`config.mk`:
```
export PLATFORM = sky130hd
export DESIGN_NAME = seq_subtractor
export DESIGN_NICKNAME = d
export VERILOG_FILES = /design/src/rtl/seq_subtractor.sv
export SDC_FILE = /design/constraint.sdc
export NUM_CORES = 1
export LEC_CHECK = 0
export ABC_AREA = 1
export CORE_UTILIZATION = 50
export CTS_CLUSTER_SIZE = 10
export DETAILED_ROUTE_END_ITERATION = 8
export PLACE_DENSITY = 0.77
export SETUP_SLACK_MARGIN = 0.02
export SYNTH_ARGS = -nofsm -noshare
export SYNTH_HDL_FRONTEND = slang
export SYNTH_SLANG_ARGS = --single-unit
```
`constraint.sdc`:
```
create_clock -name clk -period 2.8 [get_ports clk]
set_clock_uncertainty 0.05 [all_clocks]
set_input_delay 0.56 -clock clk [delete_from_list [all_inputs] [get_ports clk]]
set_output_delay 0.56 -clock clk [all_outputs]
set_load 0.01 [all_outputs]
```
`src/rtl/seq_subtractor.sv`:
```
// seq_subtractor: multi-cycle z = x - y - b_in.
// One CHUNK-bit slice is resolved per clock with the borrow carried in a
// register between slices, so the critical path is a CHUNK-bit subtract.
// Valid/ready handshakes on both the operand and the result side.
// WIDTH must be an exact multiple of CHUNK.
module seq_subtractor #(
  parameter int WIDTH = 64,
  parameter int CHUNK = 16
) (
  input  logic             clk,
  input  logic             rst,
  input  logic [WIDTH-1:0] x,
  input  logic [WIDTH-1:0] y,
  input  logic             b_in,
  input  logic             in_valid,
  output logic             in_ready,
  output logic [WIDTH-1:0] z,
  output logic             b_out,
  output logic             ovf,
  output logic             out_valid,
  input  logic             out_ready
);

  localparam int N  = WIDTH / CHUNK;
  localparam int KW = (N > 1) ? $clog2(N) : 1;
  localparam logic [KW-1:0] K_LAST = KW'(N - 1);

  typedef enum logic [1:0] {
    IDLE = 2'd0,
    RUN  = 2'd1,
    DONE = 2'd2
  } state_t;

  state_t state_reg, state_next;

  // Operand registers shift right by one slice per RUN cycle, so the slice
  // being worked on always sits in the low CHUNK bits.
  logic [WIDTH-1:0] x_reg, y_reg;
  logic             x_msb_reg, y_msb_reg;
  logic             borrow_reg;
  logic [KW-1:0]    k_reg;
  logic             b_out_reg, ovf_reg;
  logic [CHUNK-1:0] z_slice_reg [N];

  logic             accept;
  logic             step;
  logic             last_slice;
  logic [CHUNK:0]   diff;

  assign accept     = (state_reg == IDLE) && in_valid;
  assign step       = (state_reg == RUN);
  assign last_slice = (k_reg == K_LAST);

  // One slice of subtraction, CHUNK+1 bits wide; the top bit is the borrow out.
  assign diff = {1'b0, x_reg[CHUNK-1:0]} - {1'b0, y_reg[CHUNK-1:0]}
              - {{CHUNK{1'b0}}, borrow_reg};

  // State register.
  always_ff @(posedge clk) begin
    if (rst) state_reg <= IDLE;
    else     state_reg <= state_next;
  end

  // Next-state logic and handshake outputs derived from the registered state.
  always_comb begin
    state_next = state_reg;
    in_ready   = 1'b0;
    out_valid  = 1'b0;
    case (state_reg)
      IDLE: begin
        in_ready = 1'b1;
        if (in_valid) state_next = RUN;
      end
      RUN: begin
        if (last_slice) state_next = DONE;
      end
      DONE: begin
        out_valid = 1'b1;
        if (out_ready) state_next = IDLE;
      end
      default: state_next = IDLE;
    endcase
  end

  // Operand capture, slice sequencing, borrow chain and final flags.
  always_ff @(posedge clk) begin
    if (rst) begin
      x_reg      <= '0;
      y_reg      <= '0;
      x_msb_reg  <= 1'b0;
      y_msb_reg  <= 1'b0;
      borrow_reg <= 1'b0;
      k_reg      <= '0;
      b_out_reg  <= 1'b0;
      ovf_reg    <= 1'b0;
    end else if (accept) begin
      x_reg      <= x;
      y_reg      <= y;
      x_msb_reg  <= x[WIDTH-1];
      y_msb_reg  <= y[WIDTH-1];
      borrow_reg <= b_in;
      k_reg      <= '0;
      b_out_reg  <= 1'b0;
      ovf_reg    <= 1'b0;
    end else if (step) begin
      x_reg      <= x_reg >> CHUNK;
      y_reg      <= y_reg >> CHUNK;
      borrow_reg <= diff[CHUNK];
      if (last_slice) begin
        k_reg     <= '0;
        b_out_reg <= diff[CHUNK];
        // Signed overflow: operands of differing sign and a result whose
        // sign differs from the minuend. diff[CHUNK-1] is the new z MSB.
        ovf_reg   <= (x_msb_reg != y_msb_reg) && (diff[CHUNK-1] != x_msb_reg);
      end else begin
        k_reg <= k_reg + KW'(1);
      end
    end
  end

  // Each result slice is owned by its own register and written only on the
  // RUN cycle whose slice index matches it.
  for (genvar gi = 0; gi < N; gi++) begin : g_slice
    always_ff @(posedge clk) begin
      if (rst || accept)                     z_slice_reg[gi] <= '0;
      else if (step && (k_reg == KW'(gi)))   z_slice_reg[gi] <= diff[CHUNK-1:0];
    end
    assign z[gi*CHUNK +: CHUNK] = z_slice_reg[gi];
  end

  assign b_out = b_out_reg;
  assign ovf   = ovf_reg;

endmodule

```
==> flow_metrics.py <==
metrics = {
    "timing": {
        "setup_violations": 0,
        "hold_viol_final": 0,
        "setup_slack_ns": 0.308,
        "period_share_pct": 89.0,
        "fin_setup_tns_ns": 0,
        "tightest_slew_ns": 0.660,
        "slew_viol_final": 0,
        "rsz0062_at_grt": "false",
        "fin_hold_ws_ns": 0.372,
        "period_minus_slack_ns": 2.49,
        "max-slew-margin-rel_pct": 56.0,
        "fmax_mhz": 401,
    },
    "routing": {
        "drc_errors": 0,
        "avgViaCountPerCell": 5.05,
        "wl_mm": 21.5,
        "ant_nets": 0,
        "drt-initial-drc-count": 552,
        "vias": 7626,
        "drt-wirelength-per-cell_um": 14.3,
        "first_pass_iters": 5,
    },
    "setup_path": {
        "cp_max_fo": 4,
        "crit_path_start_kind": "flop",
        "cp.required_ns": 2.99,
        "cp_data_arrival_time_ns": 2.68,
        "critPathCaptureType": "flop",
        "critPathKind": "reg2reg",
    },
    "synth": {
        "synthTopCellsByArea": "dfxtp_1, edfxtp_1, nand2_1",
        "yosysMostFrequentCell": "nand2_1",
        "syn_inst": 1085,
        "ys.flop_type": "dfxtp_1",
        "synth_top_area_cell": "dfxtp_1",
        "ys_types": 26,
        "ys_async_sr_fraction_pct": 0,
        "synthTopCellsByCount": "nand2_1, dfxtp_1, a31oi_1",
        "netlist_area_um2": 8810,
        "ys_warn_count": 0,
        "yosys_register_bits": 201,
        "post-synth-top-area-fraction_pct": 31.1,
        "syn_nets": 1254,
        "synth_edf_count": 64,
        "ys_seq_area_share_pct": 53.0,
        "avgSynthCellArea_um2": 8.12,
    },
    "floorplan": {
        "ios": 201,
        "initial_core_util_pct": 51.1,
        "die_w_um": 135,
        "dieArea_um2": 18200,
        "rows": 48,
        "core_um2": 17200,
        "die_y_um": 135,
    },
    "finish": {
        "final_cells": 1509,
        "syn_to_final_growth_pct": 32.9,
        "final_nets": 1442,
        "fin_area_um2": 11700,
        "fill_cells": 1413,
        "layout-drive-gt1-share_pct": 4.21,
    },
    "power_and_ir_drop": {
        "internal-power_uw": 5510,
        "p_switching_uw": 2090,
        "p_seq_share_pct": 43.6,
        "power_frac_clock_pct": 35.3,
        "powerDensity_nw_per_um2": 650,
        "p_leak_uw": 0.00463,
        "p_comb_share_pct": 21.1,
        "switching_share_pct": 27.5,
        "ir_worst_vdd_mv": 0.425,
    },
    "run": {
        "drv_cap": 0,
    },
    "clocking": {
        "ctsHoldBuffers": 0,
        "clock_latency_ns": 0.50,
        "path_clk_slew_ns": 0.06,
        "post-cts-setup-buffers": 0,
        "cts_tree": "built",
        "cts-buffers-inserted": 24,
        "post_cts_resized": 0,
        "clk_root_buffer_cell": "clkbuf_16",
        "clk_path_buf_depth": 3,
        "cts_max_level": 1,
        "cts.sinks": 201,
    },
    "place": {
        "pre_cts_ws_ns": 0.294,
        "place_area_um2": 11000,
        "dp_hpwl_mm": 15.4,
        "portBuffers": 200,
        "placed_cells": 1472,
        "gp_congestion": 0.875,
    },
    "global_routing": {
        "grt_pass1_wl_mm": 34.8,
        "antenna_found_initial": 1,
        "grt_pass1_vias": 7136,
        "globalRouteOverflowTotal": 0,
        "grt_start_max_net_pins": 129,
        "grt_usage_pct": 24.1,
    },
    "run_status": {
        "status": "finished, final reports clean",
    },
    "min_path": {
        "min_path_type": "in2reg",
    },
}
-- power groups by stage --
stage	Clock (uW)	Sequential (uW)	Combinational [uW]
final	2690	3320	1600
after global routing	2860	3340	1790
after CTS	2730	3320	1610
after detailed placement	0	3370	1600
after global placement	0	3370	1570
after floorplan	0	3390	956
-- routing by layer --
layer  track usage [%]  vias up  part of all wire (%)
met1              30.5     3418                    43
met5                 0        -                     0
li1                  -     3881                     -
met3              6.19       35                   8.2
met4              6.74        0                   2.1
met2              40.6      292                    47
-- worst paths after layout --
| check | start | depth (start not counted) | slack [ns] | end |
|---|---|---|---|---|
| worst min register to register | y_reg[48] | 2 | 0.41 | y_reg[48] |
| worst max-delay path | y_reg[0] | 11 | 0.31 | z_slice_reg[0][12] |
| worst max register to register | y_reg[0] | 11 | 0.31 | z_slice_reg[0][12] |
| worst min-delay path | rst | 4 | 0.37 | ovf |
-- metrics by stage --
stage          power (uW)  util (%)
6_report             7610      67.9
5_1_grt              7990      67.9
4_1_cts              7650      67.9
3_5_place_dp         4970      64.0
3_3_place_gp         4940      64.0
2_1_floorplan        4340         -
-- cell families after synthesis --
logic type	count (synthesis)	synth area share, %
flip-flops	201	53.0
AO/OA/AOI/OAI	150	9.97
AND/OR/NAND/NOR	539	23.7
adder cells (fa/ha/maj)	36	5.28
XOR/XNOR	12	1.19
buffers and inverters	147	6.90
-- cells in the final DEF (no fill, tap or decap) --
cell type | synthesis | routed
nor3_1 | 2 | 2
nor2_1 | 74 | 73
xor2_1 | 2 | 2
buf_12 | 0 | 5
nor2_4 | 1 | 3
fa_1 | 2 | 2
clkinvlp_4 | 0 | 1
diode_2 | 0 | 1
a22o_1 | 1 | 1
xnor2_1 | 10 | 10
nor2_8 | 1 | 1
clkbuf_16 | 0 | 25
o21a_1 | 1 | 1
edfxtp_1 | 64 | 64
o21ai_0 | 6 | 6
clkbuf_1 | 15 | 10
a31oi_1 | 95 | 95
ha_1 | 34 | 34
inv_2 | 3 | 3
nand3_1 | 17 | 17
inv_1 | 87 | 87
clkdlybuf4s50_1 | 0 | 199
nor2_2 | 2 | 1
buf_4 | 2 | 15
a21oi_1 | 46 | 46
nand2_1 | 439 | 439
nand3b_1 | 3 | 3
o21bai_1 | 1 | 1
dfxtp_1 | 137 | 137
-- layout make-up --
class,instances,area (um2),area share (%)
inverter,90,338,2.88
clock buffer,35,663,5.66
multi-input combinational,737,3550,30.3
clock inverter,1,7.51,0.0641
antenna,1,2.50,0.0214
timing repair buffer,219,2200,18.8
tap,225,282,2.40
sequential,201,4660,39.8
-- critical path, stage by stage (launching register included) --
cell and delay (ns):
dfxtp_1 0.33, inv_1 0.06, fa_1 0.43, fa_1 0.42
nand3_1 0.09, nand3_1 0.14, nand2_1 0.11, nand2_1 0.09
nand2_1 0.07, nand2_1 0.07, xnor2_1 0.29, nor2_1 0.09
(Power assumes the default switching activity.)
